## src/rtl/dragon_pkg.sv

```systemverilog
// Shared constants, types and tile helpers for the dragon head/body pipeline.
package dragon_pkg;

  localparam logic [1:0] DIR_UP    = 2'd0;
  localparam logic [1:0] DIR_RIGHT = 2'd1;
  localparam logic [1:0] DIR_DOWN  = 2'd2;
  localparam logic [1:0] DIR_LEFT  = 2'd3;

  localparam logic [7:0] HIDDEN_POS = 8'hFB;

  localparam int unsigned DEFAULT_GRID_W      = 16;
  localparam int unsigned DEFAULT_GRID_H      = 12;
  localparam int unsigned DEFAULT_MOVE_PERIOD = 10;
  localparam int unsigned DEFAULT_STUN_STEPS  = 3;

  typedef enum logic [1:0] {
    StIdle,
    StChase,
    StStun
  } dragon_state_e;

  typedef struct packed {
    logic       in_grid;
    logic [7:0] pos;
  } tile_step_t;

  function automatic logic [1:0] reverse_dir(input logic [1:0] dir);
    return dir ^ 2'b10;
  endfunction

  // Bounds are checked in 5-bit signed space so a step off row/column 0 is caught.
  function automatic tile_step_t step_tile(input logic [1:0]        dir,
                                           input logic [7:0]        pos,
                                           input logic signed [4:0] max_x,
                                           input logic signed [4:0] max_y);
    logic signed [4:0] x;
    logic signed [4:0] y;
    tile_step_t        r;
    x = {1'b0, pos[3:0]};
    y = {1'b0, pos[7:4]};
    case (dir)
      DIR_UP:    y = y - 5'sd1;
      DIR_RIGHT: x = x + 5'sd1;
      DIR_DOWN:  y = y + 5'sd1;
      default:   x = x - 5'sd1;
    endcase
    r.in_grid = (x >= 5'sd0) && (x <= max_x) && (y >= 5'sd0) && (y <= max_y);
    r.pos     = {y[3:0], x[3:0]};
    return r;
  endfunction

endpackage

```

## src/rtl/dragon_steer.sv

```systemverilog
// Combinational steering: picks the next head tile and direction toward the target.
module dragon_steer
  import dragon_pkg::*;
#(
  parameter int unsigned GRID_W = DEFAULT_GRID_W,
  parameter int unsigned GRID_H = DEFAULT_GRID_H
) (
  input  logic [7:0] head_pos,
  input  logic [1:0] head_dir,
  input  logic [7:0] target_pos,
  output logic [7:0] next_pos,
  output logic [1:0] next_dir,
  output logic       move_valid
);

  localparam logic signed [4:0] MaxX = 5'(GRID_W - 1);
  localparam logic signed [4:0] MaxY = 5'(GRID_H - 1);

  logic signed [4:0] hx, hy, tx, ty;
  logic signed [4:0] dx, dy, adx, ady;
  logic              x_primary;
  logic              sec_nonzero;
  logic              target_in_grid;
  logic [1:0]        prim_dir, sec_dir, chosen_dir, alt_dir;
  tile_step_t        chosen_step, alt_step;

  assign hx = {1'b0, head_pos[3:0]};
  assign hy = {1'b0, head_pos[7:4]};
  assign tx = {1'b0, target_pos[3:0]};
  assign ty = {1'b0, target_pos[7:4]};
  assign dx = tx - hx;
  assign dy = ty - hy;
  assign adx = dx[4] ? -dx : dx;
  assign ady = dy[4] ? -dy : dy;

  assign target_in_grid = (tx <= MaxX) && (ty <= MaxY);

  always_comb begin
    x_primary   = (adx >= ady);
    prim_dir    = x_primary ? (dx[4] ? DIR_LEFT : DIR_RIGHT) : (dy[4] ? DIR_UP : DIR_DOWN);
    sec_dir     = x_primary ? (dy[4] ? DIR_UP : DIR_DOWN) : (dx[4] ? DIR_LEFT : DIR_RIGHT);
    sec_nonzero = x_primary ? (dy != 5'sd0) : (dx != 5'sd0);

    chosen_dir = prim_dir;
    if (prim_dir == reverse_dir(head_dir)) begin
      if (sec_nonzero) begin
        chosen_dir = sec_dir;
      end else if (target_in_grid) begin
        chosen_dir = head_dir + 2'd1;
      end else begin
        chosen_dir = head_dir - 2'd1;
      end
    end

    // A sideways choice falls back to the opposite side; a straight one to the clockwise side.
    if (chosen_dir[0] != head_dir[0]) begin
      alt_dir = reverse_dir(chosen_dir);
    end else begin
      alt_dir = head_dir + 2'd1;
    end

    chosen_step = step_tile(chosen_dir, head_pos, MaxX, MaxY);
    alt_step    = step_tile(alt_dir, head_pos, MaxX, MaxY);

    move_valid = 1'b0;
    next_pos   = head_pos;
    next_dir   = head_dir;
    if ((target_pos != HIDDEN_POS) && ((dx != 5'sd0) || (dy != 5'sd0))) begin
      if (chosen_step.in_grid) begin
        move_valid = 1'b1;
        next_pos   = chosen_step.pos;
        next_dir   = chosen_dir;
      end else if (alt_step.in_grid) begin
        move_valid = 1'b1;
        next_pos   = alt_step.pos;
        next_dir   = alt_dir;
      end
    end
  end

endmodule

```

## src/rtl/dragon_head_controller.sv

```systemverilog
// Dragon head stage: frame-tick movement counter, chase/stun FSM and the head word.
module dragon_head_controller
  import dragon_pkg::*;
#(
  parameter int unsigned MOVE_PERIOD = DEFAULT_MOVE_PERIOD,
  parameter int unsigned STUN_STEPS  = DEFAULT_STUN_STEPS,
  parameter logic [7:0]  SPAWN_POS   = 8'h00,
  parameter int unsigned GRID_W      = DEFAULT_GRID_W,
  parameter int unsigned GRID_H      = DEFAULT_GRID_H
) (
  input  logic       clk,
  input  logic       reset,
  input  logic       vsync,
  input  logic       start,
  input  logic       hit,
  input  logic [7:0] target_pos,
  output logic [9:0] dragon_head,
  output logic [5:0] movement_counter,
  output logic       step_pulse,
  output logic       stunned
);

  localparam int unsigned StunW = (STUN_STEPS < 2) ? 1 : $clog2(STUN_STEPS + 1);

  dragon_state_e    state_q;
  logic [9:0]       head_q;
  logic [5:0]       counter_q;
  logic [StunW-1:0] stun_cnt_q;
  logic             vsync_q, hit_q;
  logic             step_pulse_q, stunned_q;

  logic             frame_tick, step, hit_edge;
  logic [7:0]       steer_pos;
  logic [1:0]       steer_dir;
  logic             steer_valid;

  assign frame_tick = vsync & ~vsync_q;
  assign step       = frame_tick && (counter_q == 6'(MOVE_PERIOD));
  assign hit_edge   = hit & ~hit_q;

  dragon_steer #(
    .GRID_W(GRID_W),
    .GRID_H(GRID_H)
  ) u_steer (
    .head_pos  (head_q[7:0]),
    .head_dir  (head_q[9:8]),
    .target_pos(target_pos),
    .next_pos  (steer_pos),
    .next_dir  (steer_dir),
    .move_valid(steer_valid)
  );

  // Counter advances on the same edge the body stage shifts, so the body sees the pre-step head.
  always_ff @(posedge clk) begin
    if (!reset) begin
      vsync_q      <= 1'b0;
      hit_q        <= 1'b0;
      counter_q    <= '0;
      step_pulse_q <= 1'b0;
    end else begin
      vsync_q      <= vsync;
      hit_q        <= hit;
      step_pulse_q <= step;
      if (frame_tick) begin
        counter_q <= step ? 6'd0 : counter_q + 6'd1;
      end
    end
  end

  always_ff @(posedge clk) begin
    if (!reset) begin
      state_q    <= StIdle;
      head_q     <= {DIR_UP, HIDDEN_POS};
      stun_cnt_q <= '0;
      stunned_q  <= 1'b0;
    end else begin
      case (state_q)
        StIdle: begin
          if (step && start) begin
            head_q  <= {DIR_RIGHT, SPAWN_POS};
            state_q <= StChase;
          end
        end
        StChase: begin
          if (step && steer_valid) begin
            head_q <= {steer_dir, steer_pos};
          end
          if (hit_edge) begin
            stun_cnt_q <= StunW'(STUN_STEPS);
            stunned_q  <= 1'b1;
            state_q    <= StStun;
          end
        end
        StStun: begin
          if (step) begin
            if (stun_cnt_q <= StunW'(1)) begin
              stun_cnt_q <= '0;
              stunned_q  <= 1'b0;
              state_q    <= StChase;
            end else begin
              stun_cnt_q <= stun_cnt_q - StunW'(1);
            end
          end
        end
        default: begin
          state_q   <= StIdle;
          stunned_q <= 1'b0;
        end
      endcase
    end
  end

  assign dragon_head      = head_q;
  assign movement_counter = counter_q;
  assign step_pulse       = step_pulse_q;
  assign stunned          = stunned_q;

endmodule

```

## config.mk

```make
export PLATFORM = sky130hd
export DESIGN_NAME = dragon_head_controller
export DESIGN_NICKNAME = d
export VERILOG_FILES = /design/src/rtl/dragon_pkg.sv /design/src/rtl/dragon_steer.sv /design/src/rtl/dragon_head_controller.sv
export SDC_FILE = /design/constraint.sdc
export NUM_CORES = 1
export LEC_CHECK = 0
export ABC_AREA = 1
export BUFFER_PORTS_ARGS = -buffer_cell sky130_fd_sc_hd__buf_4
export CAP_MARGIN = 20
export CORE_UTILIZATION = 60
export DETAILED_ROUTE_END_ITERATION = 16
export GPL_TIMING_DRIVEN = 0
export PLACE_DENSITY = 0.86
export SLEW_MARGIN = 25
export SYNTH_ARGS = -nofsm -noshare
export SYNTH_HDL_FRONTEND = slang
export SYNTH_SLANG_ARGS = --single-unit
export TNS_END_PERCENT = 30
```

## constraint.sdc

```tcl
create_clock -name clk -period 8.2 [get_ports clk]
set_input_delay 1.23 -clock clk [delete_from_list [all_inputs] [get_ports clk]]
set_output_delay 1.23 -clock clk [all_outputs]
set_load 0.05 [all_outputs]
```

==> metrics.md <==
| Metric | Value |
|---|---|
| Gr usage total | 28.8% |
| Crit start category | input pin |
| Post-synth net total | 470 |
| First-pass iteration count of the detailed router | 5 |
| Crit-path max cell delay | 550 ps |
| Flops & latches, synth | 24 |
| Pre-CTS WS | 888 ps |
| Total clock sinks | 24 |
| Status | finished, final reports clean |
| Fmax | 0.139 GHz |
| Skew-Pair Late Insertion Delay | 270 ps |
| Vias | 2868 |
| DPL Wire Length | 5.52 mm |
| Crit path top cell by count | nand2_1 |
| Post-synthesis cell type count | 40 |
| Worst relative slew slack | 41.3% |
| IO Pins | 31 |
| Most frequent cells after synthesis | nand2_1 (108), inv_1 (62), nor2_1 (44) |
| Vias in the first global route | 2649 |
| Root Driver | clkbuf_8 |
| Hold-fix buffers, CTS | 0 |
| CP Class | input pin to flip-flop |
| Antenna-violating nets left | 0 |
| Core Area | 4380 sq um |
| Iteration-0 DRC Markers | 157 |
| Tmin final | 7170 ps |
| Die Width | 69.9 um |
| Worst Path Required | 8350 ps |
| Layout cell share with drive strength beyond 1 | 16.2% |
| Worst Max-Slew Pin Slew | 879 ps |
| Synthesis warning total | 0 |
| Worst Skew | 2.09 ps |
| Mapped Cells | 430 |
| Max cap viols | 0 |
| Crit-path slowest cell | nor2_1 |
| Ys async rst share | 0% |
| Area growth from synthesis to layout | 12.9% |
| Crit path max fanout | 10 |
| Main synth FF type | dfxtp_1 |
| Initial antenna violation count | 0 |
| Synthesized cell area | 2760 sq um |
| Rows | 24 |
| Post-synth EDFFs | 0 |
| Final Setup Violations | 0 |
| RePlAce Congestion | 0.985 |
| Seq/Total Area, Yosys | 17.4% |
| Setup tns final | 0 ps |
| Initial core utilization | 63.0% |
| Post-CTS Setup Bufs | 0 |
| Synth top area share | 17.4% |
| Final net count | 504 |
| TritonCTS clock tree | built |
| Port buffer count | 29 |
| # diodes | 0 |
| Avg Inst Size Synth | 6.42 sq um |
| Fill cells | 384 |
| Min-delay worst type | flip-flop to flip-flop |
| Cell with the most instances after synthesis | nand2_1 |
| First-pass GRT wire length | 11.7 mm |
| Clk buf depth | 2 |
| CP Capture Type | flip-flop |
| Worst setup margin | 1030 ps |
| Post-synth top area cell | dfxtp_1 |
| RSZ-0062 raised after global routing | false |
| Chip height | 69.9 um |
| Post-layout util | 71.1% |
| Top cells by area, synth | dfxtp_1 (17%), nand2_1 (15%), ha_1 (11%) |
| Post-route DRC violation count | 0 |
| Largest net degree at the start of global routing | 15 |
| Vias per std cell | 5.57 |
| Total wire length | 6.81 mm |
| Fin Hold WS | 473 ps |
| Crit share post-route | 87.5% |
| GRT Residual Overflow | 0 |
| Reg clk slew, reported paths | 90 ps |
| Final hold violation count | 0 |
| Arrival time worst endpoint | 7320 ps |
| CTS H-Tree Depth | 1 |
| Post-DR wirelength/cell | 13.2 um |
| Num CTS Buffers | 3 |
| Die Area | 4880 sq um |
| Post-cts resize count | 0 |
| Max-slew violation total from the final report | 0 |
## path summary, 6_finish.rpt
kind	from	end	slack (ps)	cells past startpoint
max	target_pos[4]	dragon_head[2]	1030	42
min	stunned	stunned	470	2
max reg2reg	dragon_head[4]	dragon_head[2]	1550	40
min reg2reg	stunned	stunned	470	2
## cell usage in the layout (no fill, tap or decap), types with 7 or more instances in the layout
master	n
o21ai_0	17
buf_4	31
nand2_1	108
nand3_1	38
nor2_1	44
a21oi_1	15
dfxtp_1	24
ha_1	25
nand3_2	8
nand4_1	7
xor2_1	15
inv_1	62
nand2_2	10
## cell type report
cell class	count	area, sq um	share of cell area, %
Clock inverter	1	30.0	0.963
Clock buffer	3	41.3	1.32
Multi-Input combinational cell	335	2000	64.2
Buffer	6	37.5	1.20
Inverter	65	244	7.83
Timing Repair Buffer	29	218	6.98
Tap cell	52	65.1	2.09
Sequential cell	24	480	15.4
## kinds of logic (layout without fill, tap and decap cells)
logic type,after synthesis,after routing,synth area share [%]
and+or+nand+nor,239,239,42.2
buffers and inverters,71,104,10.2
AOI/OAI and AO/OA,50,50,11.4
adders and majority gates,27,27,12.8
DFF,24,24,17.4
xor gates and xnor gates,19,19,6.02
## per-stage QoR
step                      cells  area (sq um)
after floorplan             430          2760
after global placement      511          3050
after detailed placement    511          3050
after CTS                   515          3120
after global routing        515          3120
final                       515          3120
## worst max-delay path: cells and delay by family
kind / cells / cell delay [ps]
adder cells (fa/ha/maj): 5 / 1300
AO/OA/AOI/OAI: 2 / 380
XOR/XNOR: 1 / 180
buffers and inverters: 8 / 910
AND/OR/NAND/NOR: 26 / 3310
## state kept, by name, indices dropped and copies added (netlist names)
name and flops:
movement_counter 6, hit_q 1, dragon_head 10, step_pulse 1
vsync_q 1, stunned 1, stun_cnt_q 2, state_q 2
## layer usage
layer  part of all wire [%]  global-route usage, %  vias to the layer above
li1                       -                      -                     1465
met1                     46                   38.6                     1328
met2                     48                   50.5                       71
met3                    4.5                   2.74                        4
met4                   0.73                   5.11                        0
met5                      0                      0                        -
Power is not shown: default switching activity piles up to over one toggle a cycle in this logic, so the estimate is an artifact.
